`src/rtl/piccolo80_dec_if.sv`:
```
// -----------------------------------------------------------------------------
// piccolo80_dec_if
// Handshake bundle for the Piccolo-80 decryption core.
//   in_valid   : source -> core, ciphertext and key are valid
//   in_ready   : core -> source, core can accept a block (IDLE only)
//   ciphertext : 64-bit block, bit 0 (MSB) first, words X0..X3 high to low
//   keyin      : 80-bit key, words k0..k4 high to low
//   out_valid  : core -> sink, plaintext is valid
//   out_ready  : sink -> core, plaintext accepted
//   plaintext  : 64-bit decrypted block, same ordering as ciphertext
// master = block source/sink side, slave = decryption core.
// -----------------------------------------------------------------------------
interface piccolo80_dec_if;
  logic        in_valid;
  logic        in_ready;
  logic [63:0] ciphertext;
  logic [79:0] keyin;
  logic        out_valid;
  logic        out_ready;
  logic [63:0] plaintext;

  modport master (
    output in_valid, ciphertext, keyin, out_ready,
    input  in_ready, out_valid, plaintext
  );

  modport slave (
    input  in_valid, ciphertext, keyin, out_ready,
    output in_ready, out_valid, plaintext
  );
endinterface

```
`src/rtl/piccolo80_dec.sv`:
```
// -----------------------------------------------------------------------------
// piccolo80_dec
// Iterative Piccolo-80 decryption: one round per clock, 25 rounds, round keys
// derived on the fly (in reverse encryption order) from the latched key.
// Ports:
//   clk   : system clock, rising edge
//   reset : asynchronous, active-high reset
//   bus   : piccolo80_dec_if.slave handshake (ciphertext/key in, plaintext out)
// Timing: accept at edge E0, out_valid high after edge E25. A new block is
// only taken in IDLE, so blocks are spaced at least 27 cycles apart.
// -----------------------------------------------------------------------------
module piccolo80_dec #(
  parameter int ROUNDS = 25
) (
  input  logic              clk,
  input  logic              reset,
  piccolo80_dec_if.slave    bus
);

  typedef enum logic [1:0] {
    S_IDLE = 2'd0,
    S_RUN  = 2'd1,
    S_DONE = 2'd2
  } state_t;

  localparam logic [4:0] LAST_RND = 5'(ROUNDS - 1);

  // ---------------------------------------------------------------------------
  // Cipher helper functions
  // ---------------------------------------------------------------------------
  function automatic logic [3:0] sbox_f(input logic [3:0] a);
    logic [3:0] r;
    case (a)
      4'h0: r = 4'he;  4'h1: r = 4'h4;  4'h2: r = 4'hb;  4'h3: r = 4'h2;
      4'h4: r = 4'h3;  4'h5: r = 4'h8;  4'h6: r = 4'h0;  4'h7: r = 4'h9;
      4'h8: r = 4'h1;  4'h9: r = 4'ha;  4'ha: r = 4'h7;  4'hb: r = 4'hf;
      4'hc: r = 4'h6;  4'hd: r = 4'hc;  4'he: r = 4'h5;  4'hf: r = 4'hd;
      default: r = 4'h0;
    endcase
    return r;
  endfunction

  // Multiply by x in GF(2^4) mod x^4+x+1: x^4 folds back to x+1.
  function automatic logic [3:0] gm2_f(input logic [3:0] a);
    return {a[2:0], 1'b0} ^ (a[3] ? 4'h3 : 4'h0);
  endfunction

  function automatic logic [3:0] gm3_f(input logic [3:0] a);
    return gm2_f(a) ^ a;
  endfunction

  // F: S-layer, diffusion matrix M (circulant 2,3,1,1), S-layer.
  function automatic logic [15:0] f_func(input logic [15:0] x);
    logic [3:0] s0, s1, s2, s3;
    logic [3:0] y0, y1, y2, y3;
    s0 = sbox_f(x[15:12]);
    s1 = sbox_f(x[11:8]);
    s2 = sbox_f(x[7:4]);
    s3 = sbox_f(x[3:0]);
    y0 = gm2_f(s0) ^ gm3_f(s1) ^ s2        ^ s3;
    y1 = s0        ^ gm2_f(s1) ^ gm3_f(s2) ^ s3;
    y2 = s0        ^ s1        ^ gm2_f(s2) ^ gm3_f(s3);
    y3 = gm3_f(s0) ^ s1        ^ s2        ^ gm2_f(s3);
    return {sbox_f(y0), sbox_f(y1), sbox_f(y2), sbox_f(y3)};
  endfunction

  // Byte permutation RP: (b0..b7) -> (b2,b7,b4,b1,b6,b3,b0,b5), b0 = MSB byte.
  function automatic logic [63:0] rp_f(input logic [63:0] x);
    return {x[47:40], x[7:0], x[31:24], x[55:48],
            x[15:8],  x[39:32], x[63:56], x[23:16]};
  endfunction

  // Round constant pair for encryption round j, c = j+1 on 5 bits.
  function automatic logic [31:0] con_f(input logic [4:0] j);
    logic [4:0] c;
    c = j + 5'd1;
    return {c, 5'b00000, c, 2'b00, c, 5'b00000, c} ^ 32'h0f1e2d3c;
  endfunction

  // Whitening keys; k0..k4 = key[79:64]..key[15:0], "L" byte = upper byte.
  function automatic logic [15:0] wk0_f(input logic [79:0] k);
    return {k[79:72], k[55:48]};
  endfunction

  function automatic logic [15:0] wk1_f(input logic [79:0] k);
    return {k[63:56], k[71:64]};
  endfunction

  function automatic logic [15:0] wk2_f(input logic [79:0] k);
    return {k[15:8], k[23:16]};
  endfunction

  function automatic logic [15:0] wk3_f(input logic [79:0] k);
    return {k[31:24], k[7:0]};
  endfunction

  // ---------------------------------------------------------------------------
  // Registers
  // ---------------------------------------------------------------------------
  state_t      state_q;
  logic [4:0]  cnt_q;       // decryption round index i
  logic [2:0]  mod5_q;      // (24 - i) mod 5, selects the key schedule word pair
  logic [63:0] x_q;         // cipher state X0..X3
  logic [79:0] key_q;
  logic        in_ready_q;
  logic        out_valid_q;
  logic [63:0] plain_q;

  // Combinational round datapath
  logic [4:0]  j_s;
  logic [31:0] sched_s;
  logic [31:0] rk_pair_s;
  logic [15:0] rk_a_s;
  logic [15:0] rk_b_s;
  logic [15:0] x1_s;
  logic [15:0] x3_s;
  logic        last_s;
  logic [63:0] x_d;

  assign bus.in_ready  = in_ready_q;
  assign bus.out_valid = out_valid_q;
  assign bus.plaintext = plain_q;

  // One decryption round on x_q, using encryption round j = 24 - i keys.
  always_comb begin
    j_s    = LAST_RND - cnt_q;
    last_s = (cnt_q == LAST_RND);
    case (mod5_q)
      3'd0, 3'd2: sched_s = key_q[47:16];                  // {k2,k3}
      3'd1, 3'd4: sched_s = key_q[79:48];                  // {k0,k1}
      3'd3:       sched_s = {key_q[15:0], key_q[15:0]};    // {k4,k4}
      default:    sched_s = 32'h0000_0000;
    endcase
    rk_pair_s = con_f(j_s) ^ sched_s;
    // Odd decryption rounds use the pair swapped; this undoes the RP
    // asymmetry so the forward round structure can be reused.
    if (cnt_q[0]) begin
      rk_a_s = rk_pair_s[15:0];
      rk_b_s = rk_pair_s[31:16];
    end else begin
      rk_a_s = rk_pair_s[31:16];
      rk_b_s = rk_pair_s[15:0];
    end
    x1_s = x_q[47:32] ^ f_func(x_q[63:48]) ^ rk_a_s;
    x3_s = x_q[15:0]  ^ f_func(x_q[31:16]) ^ rk_b_s;
    // Final round: no RP, post-whitening folded into the same cycle.
    if (last_s) begin
      x_d = {x_q[63:48] ^ wk0_f(key_q), x1_s, x_q[31:16] ^ wk1_f(key_q), x3_s};
    end else begin
      x_d = rp_f({x_q[63:48], x1_s, x_q[31:16], x3_s});
    end
  end

  // Control FSM with registered handshake outputs and plaintext register.
  always_ff @(posedge clk or posedge reset) begin
    if (reset) begin
      state_q     <= S_IDLE;
      cnt_q       <= 5'd0;
      mod5_q      <= 3'd0;
      x_q         <= 64'h0;
      key_q       <= 80'h0;
      in_ready_q  <= 1'b1;
      out_valid_q <= 1'b0;
      plain_q     <= 64'h0;
    end else begin
      case (state_q)
        S_IDLE: begin
          if (bus.in_valid) begin
            key_q      <= bus.keyin;
            x_q        <= {bus.ciphertext[63:48] ^ wk2_f(bus.keyin),
                           bus.ciphertext[47:32],
                           bus.ciphertext[31:16] ^ wk3_f(bus.keyin),
                           bus.ciphertext[15:0]};
            cnt_q      <= 5'd0;
            mod5_q     <= 3'd4;            // 24 mod 5
            in_ready_q <= 1'b0;
            state_q    <= S_RUN;
          end
        end
        S_RUN: begin
          x_q    <= x_d;
          cnt_q  <= cnt_q + 5'd1;
          mod5_q <= (mod5_q == 3'd0) ? 3'd4 : mod5_q - 3'd1;
          if (last_s) begin
            plain_q     <= x_d;
            out_valid_q <= 1'b1;
            state_q     <= S_DONE;
          end
        end
        S_DONE: begin
          if (bus.out_ready) begin
            out_valid_q <= 1'b0;
            in_ready_q  <= 1'b1;
            state_q     <= S_IDLE;
          end
        end
        default: begin
          out_valid_q <= 1'b0;
          in_ready_q  <= 1'b1;
          state_q     <= S_IDLE;
        end
      endcase
    end
  end

endmodule

```
`src/flat_wrapper.sv`:
```
// flat-port wrapper written by rule: the top's interface ports become plain ports
module piccolo80_dec_flat 
#(
  parameter int ROUNDS = 25
)
  (clk, reset, bus_in_valid, bus_ciphertext, bus_keyin, bus_out_ready, bus_in_ready, bus_out_valid, bus_plaintext);
  piccolo80_dec_if bus_i ();
  input  logic clk;
  input  logic reset;
  input wire logic [$bits(bus_i.in_valid)-1:0] bus_in_valid;
  input wire logic [$bits(bus_i.ciphertext)-1:0] bus_ciphertext;
  input wire logic [$bits(bus_i.keyin)-1:0] bus_keyin;
  input wire logic [$bits(bus_i.out_ready)-1:0] bus_out_ready;
  output wire logic [$bits(bus_i.in_ready)-1:0] bus_in_ready;
  output wire logic [$bits(bus_i.out_valid)-1:0] bus_out_valid;
  output wire logic [$bits(bus_i.plaintext)-1:0] bus_plaintext;
  assign bus_i.in_valid = bus_in_valid;
  assign bus_i.ciphertext = bus_ciphertext;
  assign bus_i.keyin = bus_keyin;
  assign bus_i.out_ready = bus_out_ready;
  assign bus_in_ready = bus_i.in_ready;
  assign bus_out_valid = bus_i.out_valid;
  assign bus_plaintext = bus_i.plaintext;
  piccolo80_dec #(.ROUNDS(ROUNDS)) u_core (.clk(clk), .reset(reset), .bus(bus_i));
endmodule
```
`config.mk`:
```
export PLATFORM = sky130hd
export DESIGN_NAME = piccolo80_dec_flat
export DESIGN_NICKNAME = d
export VERILOG_FILES = /design/src/rtl/piccolo80_dec_if.sv /design/src/rtl/piccolo80_dec.sv /design/src/flat_wrapper.sv
export SDC_FILE = /design/constraint.sdc
export NUM_CORES = 1
export LEC_CHECK = 0
export ABC_AREA = 1
export CAP_MARGIN = 20
export CELL_PAD_IN_SITES_DETAIL_PLACEMENT = 0
export CELL_PAD_IN_SITES_GLOBAL_PLACEMENT = 1
export CORE_AREA = 2 2 195 197
export CTS_BUF_LIST = sky130_fd_sc_hd__clkbuf_8 sky130_fd_sc_hd__clkbuf_16
export CTS_CLUSTER_SIZE = 8
export DETAILED_ROUTE_END_ITERATION = 6
export DIE_AREA = 0 0 197 199
export PLACE_DENSITY_LB_ADDON = 0.05
export SLEW_MARGIN = 30
export SYNTH_ARGS = -nofsm -noshare
export SYNTH_HDL_FRONTEND = slang
export SYNTH_SLANG_ARGS = --single-unit
```
`constraint.sdc`:
```
create_clock -name clk -period 14.2 [get_ports clk]
set_input_delay 2.84 -clock clk [delete_from_list [all_inputs] [get_ports clk]]
set_output_delay 2.84 -clock clk [all_outputs]
set_load 0.1 [all_outputs]
```
=== Word-level counts from Yosys, hierarchy flattened ===
Memory sizes are Yosys's and may differ from the RTL's.
Index checks and enable logic that the tools add are counted.

* Bitwise gates (word level): 52
* Add/sub/neg operators: 4
* Reductions and logical operators: 11
* Equality and inequality tests: 10
* Mux-type cells: 29

{| class="wikitable"
|+ Operators with widths
! cell !! number
|-
| bitwise XOR 4 bit || 40
|-
| 2-to-1 mux 64 bit || 2
|-
| case mux 64 bit (2 select lines) || 1
|-
| bitwise XOR 16 bit || 8
|-
| case mux 32 bit (3 select lines) || 1
|-
| 2-to-1 mux 16 bit || 2
|-
| bitwise XOR 32 bit || 1
|-
| 2-to-1 mux 2 bit || 11
|-
| NOT 16 bit || 1
|-
| adder 5 x 1 -> 5 bit, second input constant || 2
|-
| case mux 5 bit (2 select lines) || 1
|-
| AND reduction 3 bit || 3
|-
| equality test 3 x 2 -> 1 bit, second input constant || 2
|-
| 2-to-1 mux 3 bit || 2
|-
| case mux 1 bit (3 select lines) || 2
|-
| case mux 2 bit (3 select lines) || 1
|-
| case mux 3 bit (2 select lines) || 1
|-
| AND reduction 2 bit || 3
|-
| equality test 5 bit, second input constant || 1
|-
| 2-to-1 mux 5 bit || 1
|-
| subtractor 5 bit, first input constant || 1
|-
| 2-to-1 mux 1 bit || 4
|-
| != test 2 bit, second input constant || 2
|-
| OR reduction 2 bit || 2
|-
| other kinds (10) || 11
|}

* Register bits after elaboration: 220
* Memory bits (read-only): 1024
* Input bits: 148
* Logic and storage cells: 130
* Memories kept: 16

{| class="wikitable"
|+ Memory list
! name !! words !! width !! read ports !! clocked after Yosys merged registers in !! wr ports !! line !! RTL
|-
| (no name shown) || 16 || 4 || 1 || 0 || 0 || piccolo80_dec.sv:33 || <nowiki>case (a)</nowiki>
|-
| (no name shown) || 16 || 4 || 1 || 0 || 0 || piccolo80_dec.sv:33 ||
|-
| (no name shown) || 16 || 4 || 1 || 0 || 0 || piccolo80_dec.sv:33 ||
|-
| (no name shown) || 16 || 4 || 1 || 0 || 0 || piccolo80_dec.sv:33 ||
|-
| (no name shown) || 16 || 4 || 1 || 0 || 0 || piccolo80_dec.sv:33 ||
|-
| (no name shown) || 16 || 4 || 1 || 0 || 0 || piccolo80_dec.sv:33 ||
|-
| +10 memories || - || - || - || - || - || - ||
|}

=== Logic depth before layout (Yosys ltp) ===
An unclocked memory read counts as a cell.

* Depth after elaboration: 12
* Mapped depth: 26

=== Worst setup path before layout ===
OpenSTA, ideal clock, no wires.

* Kind: input-to-reg
* Start: in bus_in_valid
* End: reg u_core.x_q[17]
* Setup slack: 10.094 ns
* Path buffers: 1
* Cell stages on the path: 5
* Arrival time: 3.984 ns
* Cells stage by stage: nand2_1 inv_2 dlygate4sd3_1 a22oi_1 nand2_1

* Longest elaborated chain between the ends: 2

{| class="wikitable"
|+ RTL lines
! item !! line !! RTL
|-
| from (decl) || flat_wrapper.sv:10 || <nowiki>input wire logic [$bits(bus_i.in_valid)-1:0] bus_in_valid;</nowiki>
|-
| != test 2 bit (no source line) || - ||
|-
| AND reduction 2 bit (no source line) || - ||
|-
| to (signal assigned) || piccolo80_dec.sv:170 || <nowiki>x_q <= {bus.ciphertext[63:48] ^ wk2_f(bus.keyin),</nowiki>
|-
| to (decl) || piccolo80_dec.sv:103 || <nowiki>logic [63:0] x_q;</nowiki>
|}

Every way passes these cells.
A chain may end at the register's enable or synchronous reset.

=== Worst setup path in the final report ===
* Start: reg u_core.in_ready_q, in the netlist u_core.bus.in_ready
* End: out bus_in_ready

{| class="wikitable"
|+ RTL lines
! item !! line !! RTL
|-
| from (decl) || piccolo80_dec.sv:105 || <nowiki>logic in_ready_q;</nowiki>
|-
| from (signal assigned) || piccolo80_dec.sv:162 || <nowiki>in_ready_q <= 1'b1;</nowiki>
|-
| from (signal assigned) || piccolo80_dec.sv:176 || <nowiki>in_ready_q <= 1'b0;</nowiki>
|-
| from (signal assigned) || piccolo80_dec.sv:193 || <nowiki>in_ready_q <= 1'b1;</nowiki>
|-
| to (decl) || flat_wrapper.sv:14 || <nowiki>output wire logic [$bits(bus_i.in_ready)-1:0] bus_in_ready;</nowiki>
|}

No word-level cell between the ends.

==> metrics.cfg <==
[die]
initial_core_util_pct=43.3
core.rowCount=71
die_w_um=197
ioPinCount=214
die_area_um2=39200
coreArea_um2=37100
die_h_um=199

[drt]
vias=15900
dr.pass1.iters=6
drc=0
viasPerCell=5.30
drt_iter0_drc=1426
wl_per_cell_um=20.6
routed_wl_mm=61.8
antenna_left=0

[critical_path]
path_max_fanout=2
r2r.worst_path.cells=17
crit_path_end_kind=output port
critPathTopFamily=buffers and inverters
crit_cells=1
crit_chain=clkdlybuf4s50_1
worst-endpoint-arrival_ns=2.20
r2r_start=u_core.mod5_q[0]$_DFFE_PP0P_
slowest_stage=clkdlybuf4s50_1
crit_type=reg -> out
cp-start-kind=flop
cpPeakStageDelay_ns=1.13
startpoint=u_core.bus.in_ready$_DFFE_PP1P_
cp.buffers_inverters=1
cp.required_ns=11.36

[clocking]
clk_pin_slew_ns=0.05
cts_sinks=220
cts_buffer_depth=3
cts_tree=done
cts_hold_buf=0
clockRootBuffer=clkbuf_16
cts_post_setup_buffers_inserted=0
cts_made_buffers=34
cts-resized-gates=0
htreeDepth=2
clk_latency_ns=0.54

[min_path]
min_from=u_core.bus.plaintext[60]$_DFFE_PP0P_
hold_class=reg -> reg
min_path_cells=2

[placed_design]
placed_area_um2=18500
dp.cells=2955
place_hpwl_mm=48.5
gp_congestion=0.914
portBuffers=213

[timing]
worstMarginPinSlew_ns=0.997
fin_skew_ns=0.0235
period_share_pct=35.5
slew_headroom_pct=33.3
period_needed_ns=5.04
setup_tns_ns=0
grt_setup_unrepaired=false
finalSetupViolations=0
finalMaxSlewViolations=0
fmax_ghz=0.198
finalHoldViolCount=0

[grt]
grt_max_degree=93
grtUsageTotal_pct=31.9
gr-total-overflow=0
antenna_found_initial=2
grt_pass1_wl_mm=92.2
grt_pass1_vias=15100

[synth]
async_flop_share_pct=100
syn_nets=2535
netlist_instances=2340
ys_seq_area_share_pct=34.2
synthFlopType=dfrtp_1
synth-seq-cells=220
syn_area_um2=16100
synth.distinct_cells=55
ys_warn_count=0
avgSynthCellArea_um2=6.87
synth_edf_count=0

[final_layout]
final_common_cell=nand2_1
layout_common_cells=nand2_1, dfrtp_1, clkdlybuf4s50_1, inv_1, nand3_1
syn_to_final_growth_pct=21.1
stdcell_area_um2=19500
drive_gt1_share_pct=6.84
fill_cells=3733
layout.cells.non_filler=3005
nets=2713

[status]
status=completed

[flow_run]
cap_violations=0

## synthesized netlist by cell type (5+ instances only)
cell type,number,area [um^2]
dfrtp_1,219,5480
a21boi_1,8,60.1
a21oi_1,34,170
inv_1,186,698
o21ai_0,122,611
o211ai_1,7,52.6
or2_1,10,62.6
nand3b_1,10,75.1
buf_6,5,56.3
xor2_1,94,823
nor2_4,6,67.6
nand2_1,1025,3850
clkbuf_1,51,191
nor2_1,42,158
nand3_2,5,50.1
a221oi_1,11,96.3
nand3_1,190,951
buf_2,13,65.1
o21ai_1,14,70.1
or2_2,14,87.6
o21bai_1,5,37.5
xnor2_1,52,455
ha_1,47,588
a22oi_1,27,203
inv_2,31,116
xor2_2,10,163
nand4_1,11,68.8
nor2_2,9,56.3
buf_4,14,105
nand2_2,26,163
## area by class of cell
class	count	area, um^2	share of cell area (%)
clock buffers	34	851	4.37
clock inverters	14	87.6	0.450
multi-input cells	1812	9310	47.8
flip-flops and latches	220	5510	28.3
inverters	221	842	4.32
well taps	474	593	3.05
repair buffers	229	2280	11.7
diodes	1	2.50	0.0129
## state kept, by name, indices dropped and copies added (netlist names)
signal                flops
u_core.key_q             80
u_core.bus.out_valid      1
u_core.bus.in_ready       1
u_core.state_q            2
u_core.x_q               64
u_core.mod5_q             3
u_core.cnt_q              5
u_core.bus.plaintext     64
## metrics by stage
stage | utilization (%) | hold slack, ns | setup WS (ns)
after global routing | 52.4 | 0.493 | 9.14
after floorplan | - | 0.449 | 5.34
final | 52.4 | 0.472 | 9.16
after detailed placement | 49.8 | 0.463 | 8.86
after CTS | 52.3 | 0.476 | 9.14
after global placement | 49.8 | 0.452 | 8.92
## path summary, 6_finish.rpt
path,end,slack [ns]
setup / recovery,bus_in_ready,9.16
hold / removal,u_core.bus.plaintext[60]$_DFFE_PP0P_,0.47
setup reg to reg,u_core.bus.plaintext[36]$_DFFE_PP0P_,10.26
hold reg to reg,u_core.bus.plaintext[60]$_DFFE_PP0P_,0.47
max in group asynchronous,u_core.bus.plaintext[16]$_DFFE_PP0P_,10.06
min in group asynchronous,u_core.bus.plaintext[50]$_DFFE_PP0P_,2.82
## per-layer routing
layer / global-route usage, % / share of wire, % / up-vias
met1: 45.6 / 46 / 7549
li1: - / - / 7699
met3: 5.14 / 7.3 / 89
met4: 10.8 / 3.2 / 2
met2: 49.0 / 44 / 595
met5: 0 / 0.021 / -
## cell families (layout without fill, tap and decap cells)
kind of cell | Yosys count | in the layout | share of synthesized area, %
other cells | 0 | 1 | 0
xor+xnor | 163 | 163 | 9.95
fa+ha+maj | 47 | 47 | 3.66
compound gates | 243 | 243 | 8.85
flops | 220 | 220 | 34.2
simple gates | 1357 | 1357 | 35.2
mux | 2 | 2 | 0.124
buf+inv | 308 | 498 | 7.97
Power is left out: the tool's default activity adds up to more than one toggle a clock period on the data nets, which glitch-free logic cannot reach.
==> RTL change 1: new RTL, same flow settings <==
Reset style: synchronous (`reset`), changed in one clocked block. Comments in the files are not updated.
--- a/src/rtl/piccolo80_dec.sv
+++ b/src/rtl/piccolo80_dec.sv
@@ -152,7 +152,7 @@
   end
 
   // Control FSM with registered handshake outputs and plaintext register.
-  always_ff @(posedge clk or posedge reset) begin
+  always_ff @(posedge clk) begin
     if (reset) begin
       state_q     <= S_IDLE;
       cnt_q       <= 5'd0;
Behaviour: differs if reset is asserted again (counterexample within 4 cycles, from zero or initial values and one cycle with reset high); with reset held inactive, the same outputs for 4 cycles.
==> RTL change 1 against the unedited design <==
- fmax fell by 20%
- routed wire length rose by 4.2%
- cell area is 1.6% higher
- setup slack worse by 1.3 ns
- synthesized cell count rose by 7.7%
- clock skew fell by 0.0049 ns
- sequential cell count up 32
- area after synthesis rose by 1.5%
- global-route usage is 0.75 points higher
==> RTL change 1: results (changes against the unedited design) <==
{| class="wikitable"
! Metric !! Value
|-
| Buffer share of cell area || 11.43% (was 11.69%)
|-
| Cell type contributing the most total cell area after synthesis || dfxtp_1 (was dfrtp_1)
|-
| Status || finished, final reports clean (unchanged)
|-
| Clock latency at the later pin of the worst-skew pair || 0.56 ns (was 0.54 ns)
|-
| Pre-CTS worst setup slack || 7.003 ns (was 8.860 ns)
|-
| Largest stage delay on the critical path || 0.74 ns (was 1.13 ns)
|-
| First-pass DRT Iterations || 5 (was 6)
|-
| # clk buffers || 41 (was 34)
|-
| Largest net degree at the start of global routing || 140 (was 93)
|-
| Share of layout cells above drive strength 1 || 7.140% (was 6.838%)
|-
| Critical path start-end classification || in2reg (was reg2out)
|-
| Commonest cells in the synthesized netlist || nand2_1 (823), dfxtp_1 (252), inv_1 (241) (was nand2_1 (1025), dfrtp_1 (219), nand3_1 (190))
|-
| Transition at the pin with the smallest max-transition slack || 1.020 ns (was 0.9971 ns)
|-
| Global routing met3 resource utilization || 7.986% (was 5.137%)
|-
| Number of non-filler instances in the completed layout || 3163 (was 3005)
|-
| Overall Global Routing Usage || 32.63% (was 31.88%)
|-
| Met2 demand-to-capacity share in global routing || 48.03% (was 49.01%)
|-
| Sequential cell area || 5045 sq um (was 5507 sq um)
|-
| Setup slack, reg-to-reg || 10.19 ns (was 10.26 ns)
|-
| GRT met1 Usage || 45.17% (was 45.59%)
|-
| Total of fill cells in the finished design || 3726 (was 3733)
|-
| Source of the worst register-to-register timing path || u_core.state_q[0] (was u_core.mod5_q[0])
|-
| Area Overhead vs Synth || 21.14% (was 21.07%)
|-
| Routed Wire Length || 64380 um (was 61780 um)
|-
| CP max stage cell || clkinv_2 (was clkdlybuf4s50_1)
|-
| Worst setup path start || bus_in_valid (was u_core.bus.in_ready)
|-
| Count of cell types in the netlist || 52 (was 55)
|-
| CTS Buf Count || 38 (was 34)
|-
| Routability cong. || 0.9466 (was 0.9142)
|-
| WL met1 || 29080 um (was 28240 um)
|-
| Met2 wire len || 26520 um (was 27010 um)
|-
| Placement-stage cell area || 18690 sq um (was 18500 sq um)
|}
==> RTL change 1: cell types whose count changed in the layout (fill, tap and decap cells not counted), sizes merged, moves of 29 or more <==
cell	before	now
a21oi	34	118
nor2	57	172
nand3	195	230
o21ai	137	172
nand2	1052	874
xor2	108	79
inv	229	272
dfrtp	219	0
dfxtp	0	252
==> RTL change 1: how the worst min path moves through the flow <==
stage | cells past startpoint | from | to | slack (ns)
finish | 2 | u_core.key_q[42] | u_core.key_q[42] | 0.45
global route | 2 | u_core.key_q[35] | u_core.key_q[35] | 0.47
CTS | 2 | u_core.key_q[42] | u_core.key_q[42] | 0.45
detailed placement | 2 | u_core.key_q[42] | u_core.key_q[42] | 0.44
global placement | 2 | u_core.key_q[35] | u_core.key_q[35] | 0.44
floorplan | 2 | u_core.key_q[17] | u_core.key_q[17] | 0.42
==> RTL change 2: new RTL, same settings <==
Made on the original files. `ROUNDS` is set to 25 in 2 places; all go to 18.
--- a/src/rtl/piccolo80_dec.sv
+++ b/src/rtl/piccolo80_dec.sv
@@ -10,7 +10,7 @@
 // only taken in IDLE, so blocks are spaced at least 27 cycles apart.
 // -----------------------------------------------------------------------------
 module piccolo80_dec #(
-  parameter int ROUNDS = 25
+  parameter int ROUNDS = 18
 ) (
   input  logic              clk,
   input  logic              reset,
--- a/src/flat_wrapper.sv
+++ b/src/flat_wrapper.sv
@@ -1,7 +1,7 @@
 // flat-port wrapper written by rule: the top's interface ports become plain ports
 module piccolo80_dec_flat 
 #(
-  parameter int ROUNDS = 25
+  parameter int ROUNDS = 18
 )
   (clk, reset, bus_in_valid, bus_ciphertext, bus_keyin, bus_out_ready, bus_in_ready, bus_out_valid, bus_plaintext);
   piccolo80_dec_if bus_i ();
Formal check against the unedited RTL: same outputs for any inputs over 4 cycles, from zero or initial values and one cycle with reset high; that may be too few to reach the edited logic, so the function may still have changed.
==> RTL change 2 against the unedited design <==
- routed wire length up 0.25%
- utilization up 0.23 points
- sequential cell count unchanged
- setup slack better by 0.0056 ns
- critical path depth unchanged
- area after synthesis about the same
- non-clock buffer count unchanged
- sequential share of layout area down 0.12 points
- cell area up 0.44%
- first-iteration DRC count down 1.8%
- count of clock-buffer cells in the layout up 1
- largest cell class unchanged
Power is left out: the tool's default activity adds up to more than one toggle a clock period on the data nets, which glitch-free logic cannot reach.
==> RTL change 2: results (changes against the unedited design) <==
{| class="wikitable"
! Metric !! Value
|-
| Reg-to-Reg End || u_core.x_q[24] (was u_core.bus.plaintext[36])
|-
| Endpoint of the worst hold-timing path || u_core.bus.plaintext[58] (was u_core.bus.plaintext[60])
|-
| Hold_sp || u_core.bus.plaintext[58] (was u_core.bus.plaintext[60])
|-
| Diodes inserted || 0 (was 1)
|-
| Commonest cells in the synthesized netlist || nand2_1 (1113), dfrtp_1 (219), inv_1 (190) (was nand2_1 (1025), dfrtp_1 (219), nand3_1 (190))
|-
| Count of cell types in the netlist || 50 (was 55)
|-
| Largest net degree at the start of global routing || 92 (was 93)
|-
| Share of layout cells above drive strength 1 || 5.761% (was 6.838%)
|-
| First-pass GRT wire length || 92510 um (was 92200 um)
|-
| Worst clock skew on the final layout || 0.02874 ns (was 0.02354 ns)
|-
| Routability cong. || 0.9172 (was 0.9142)
|-
| Setup slack, reg-to-reg || 10.46 ns (was 10.26 ns)
|-
| Depth of the most critical reg-to-reg path || 10 (was 17)
|-
| Clock latency at the later pin of the worst-skew pair || 0.56 ns (was 0.54 ns)
|-
| Source of the worst register-to-register timing path || u_core.cnt_q[1] (was u_core.mod5_q[0])
|-
| Main area contributors after synthesis || dfrtp_1 (34%), nand2_1 (26%), nand3_1 (5.7%), xor2_1 (5.3%), inv_1 (4.4%) (was dfrtp_1 (34%), nand2_1 (24%), nand3_1 (5.9%), xor2_1 (5.1%), inv_1 (4.3%))
|-
| Antenna violations before repair || 0 (was 2)
|-
| Routed Wire Length || 61940 um (was 61780 um)
|-
| Placement-stage cell area || 18580 sq um (was 18500 sq um)
|-
| Violation count after the first detailed-route iteration || 1400 (was 1426)
|-
| Root Driver || clkbuf_16 (unchanged)
|-
| Via count of the first global-routing pass || 15110 (was 15050)
|-
| Syn_nets || 2569 (was 2535)
|-
| Transition at the pin with the smallest max-transition slack || 1.025 ns (was 0.9971 ns)
|-
| Routed vias/inst || 5.266 (was 5.302)
|-
| Post-detailed-placement half-perimeter wirelength || 48140 um (was 48470 um)
|-
| Status || finished, final reports clean (unchanged)
|}
[RTL change 2: cell count changes after synthesis, sizes merged, moves of 6 or more]
cell,before,now
nand3,195,187
nand2,1052,1129
o21ai,137,118
nand3b,11,19
a22oi,28,21
inv,218,207
clkbuf,51,57
[RTL change 2: metrics by stage]
stage               instances  worst slack [ns]  hold slack (ns)
floorplan                2376             5.341           0.4492
global placement         2994             9.011           0.4567
detailed placement       2994             8.985           0.4573
CTS                      3043             9.151           0.4692
global route             3043             9.139           0.4995
finish                   3043             9.167           0.4671
[RTL change 2: final cells by class]
class,count,area [sq um]
inverters,211,803.3
repair buffers,229,2256
fillers,3773,17570
multi-input cells,1860,9429
clock buffers,35,864.6
clock inverters,14,106.4
well taps,474,593.1
flip-flops and latches,220,5507
[RTL change 2: logic make-up after synthesis]
group / synth area share [%]
AND/OR/NAND/NOR: 36.63
buffers and inverters: 7.399
AO/OA/AOI/OAI: 8.184
flip-flops: 34.20
XOR/XNOR: 10.09
adder cells (fa/ha/maj): 3.497
[RTL change 2: metal layers]
| metal | track usage, % | up-vias | part of all wire [%] | wire length, um |
|---|---|---|---|---|
| met1 | 46.08 | 7541 | 47 | 28890 |
| met3 | 3.764 | 92 | 6.6 | 4096 |
| met4 | 10.14 | 0 | 3.0 | 1844 |
| met2 | 49.34 | 593 | 44 | 27100 |
| met5 | 0 | - | 0 | 0 |
| li1 | - | 7797 | - | - |
[RTL change 2: how the worst max path moves through the flow]
stage | end | slack (ns) | cells past startpoint
after floorplan | u_core.bus.out_valid | 5.34 | 1
after global placement | u_core.x_q[19] | 9.01 | 6
after detailed placement | u_core.x_q[30] | 8.98 | 6
after CTS | bus_in_ready | 9.15 | 1
after global routing | bus_in_ready | 9.14 | 1
final | bus_in_ready | 9.17 | 1
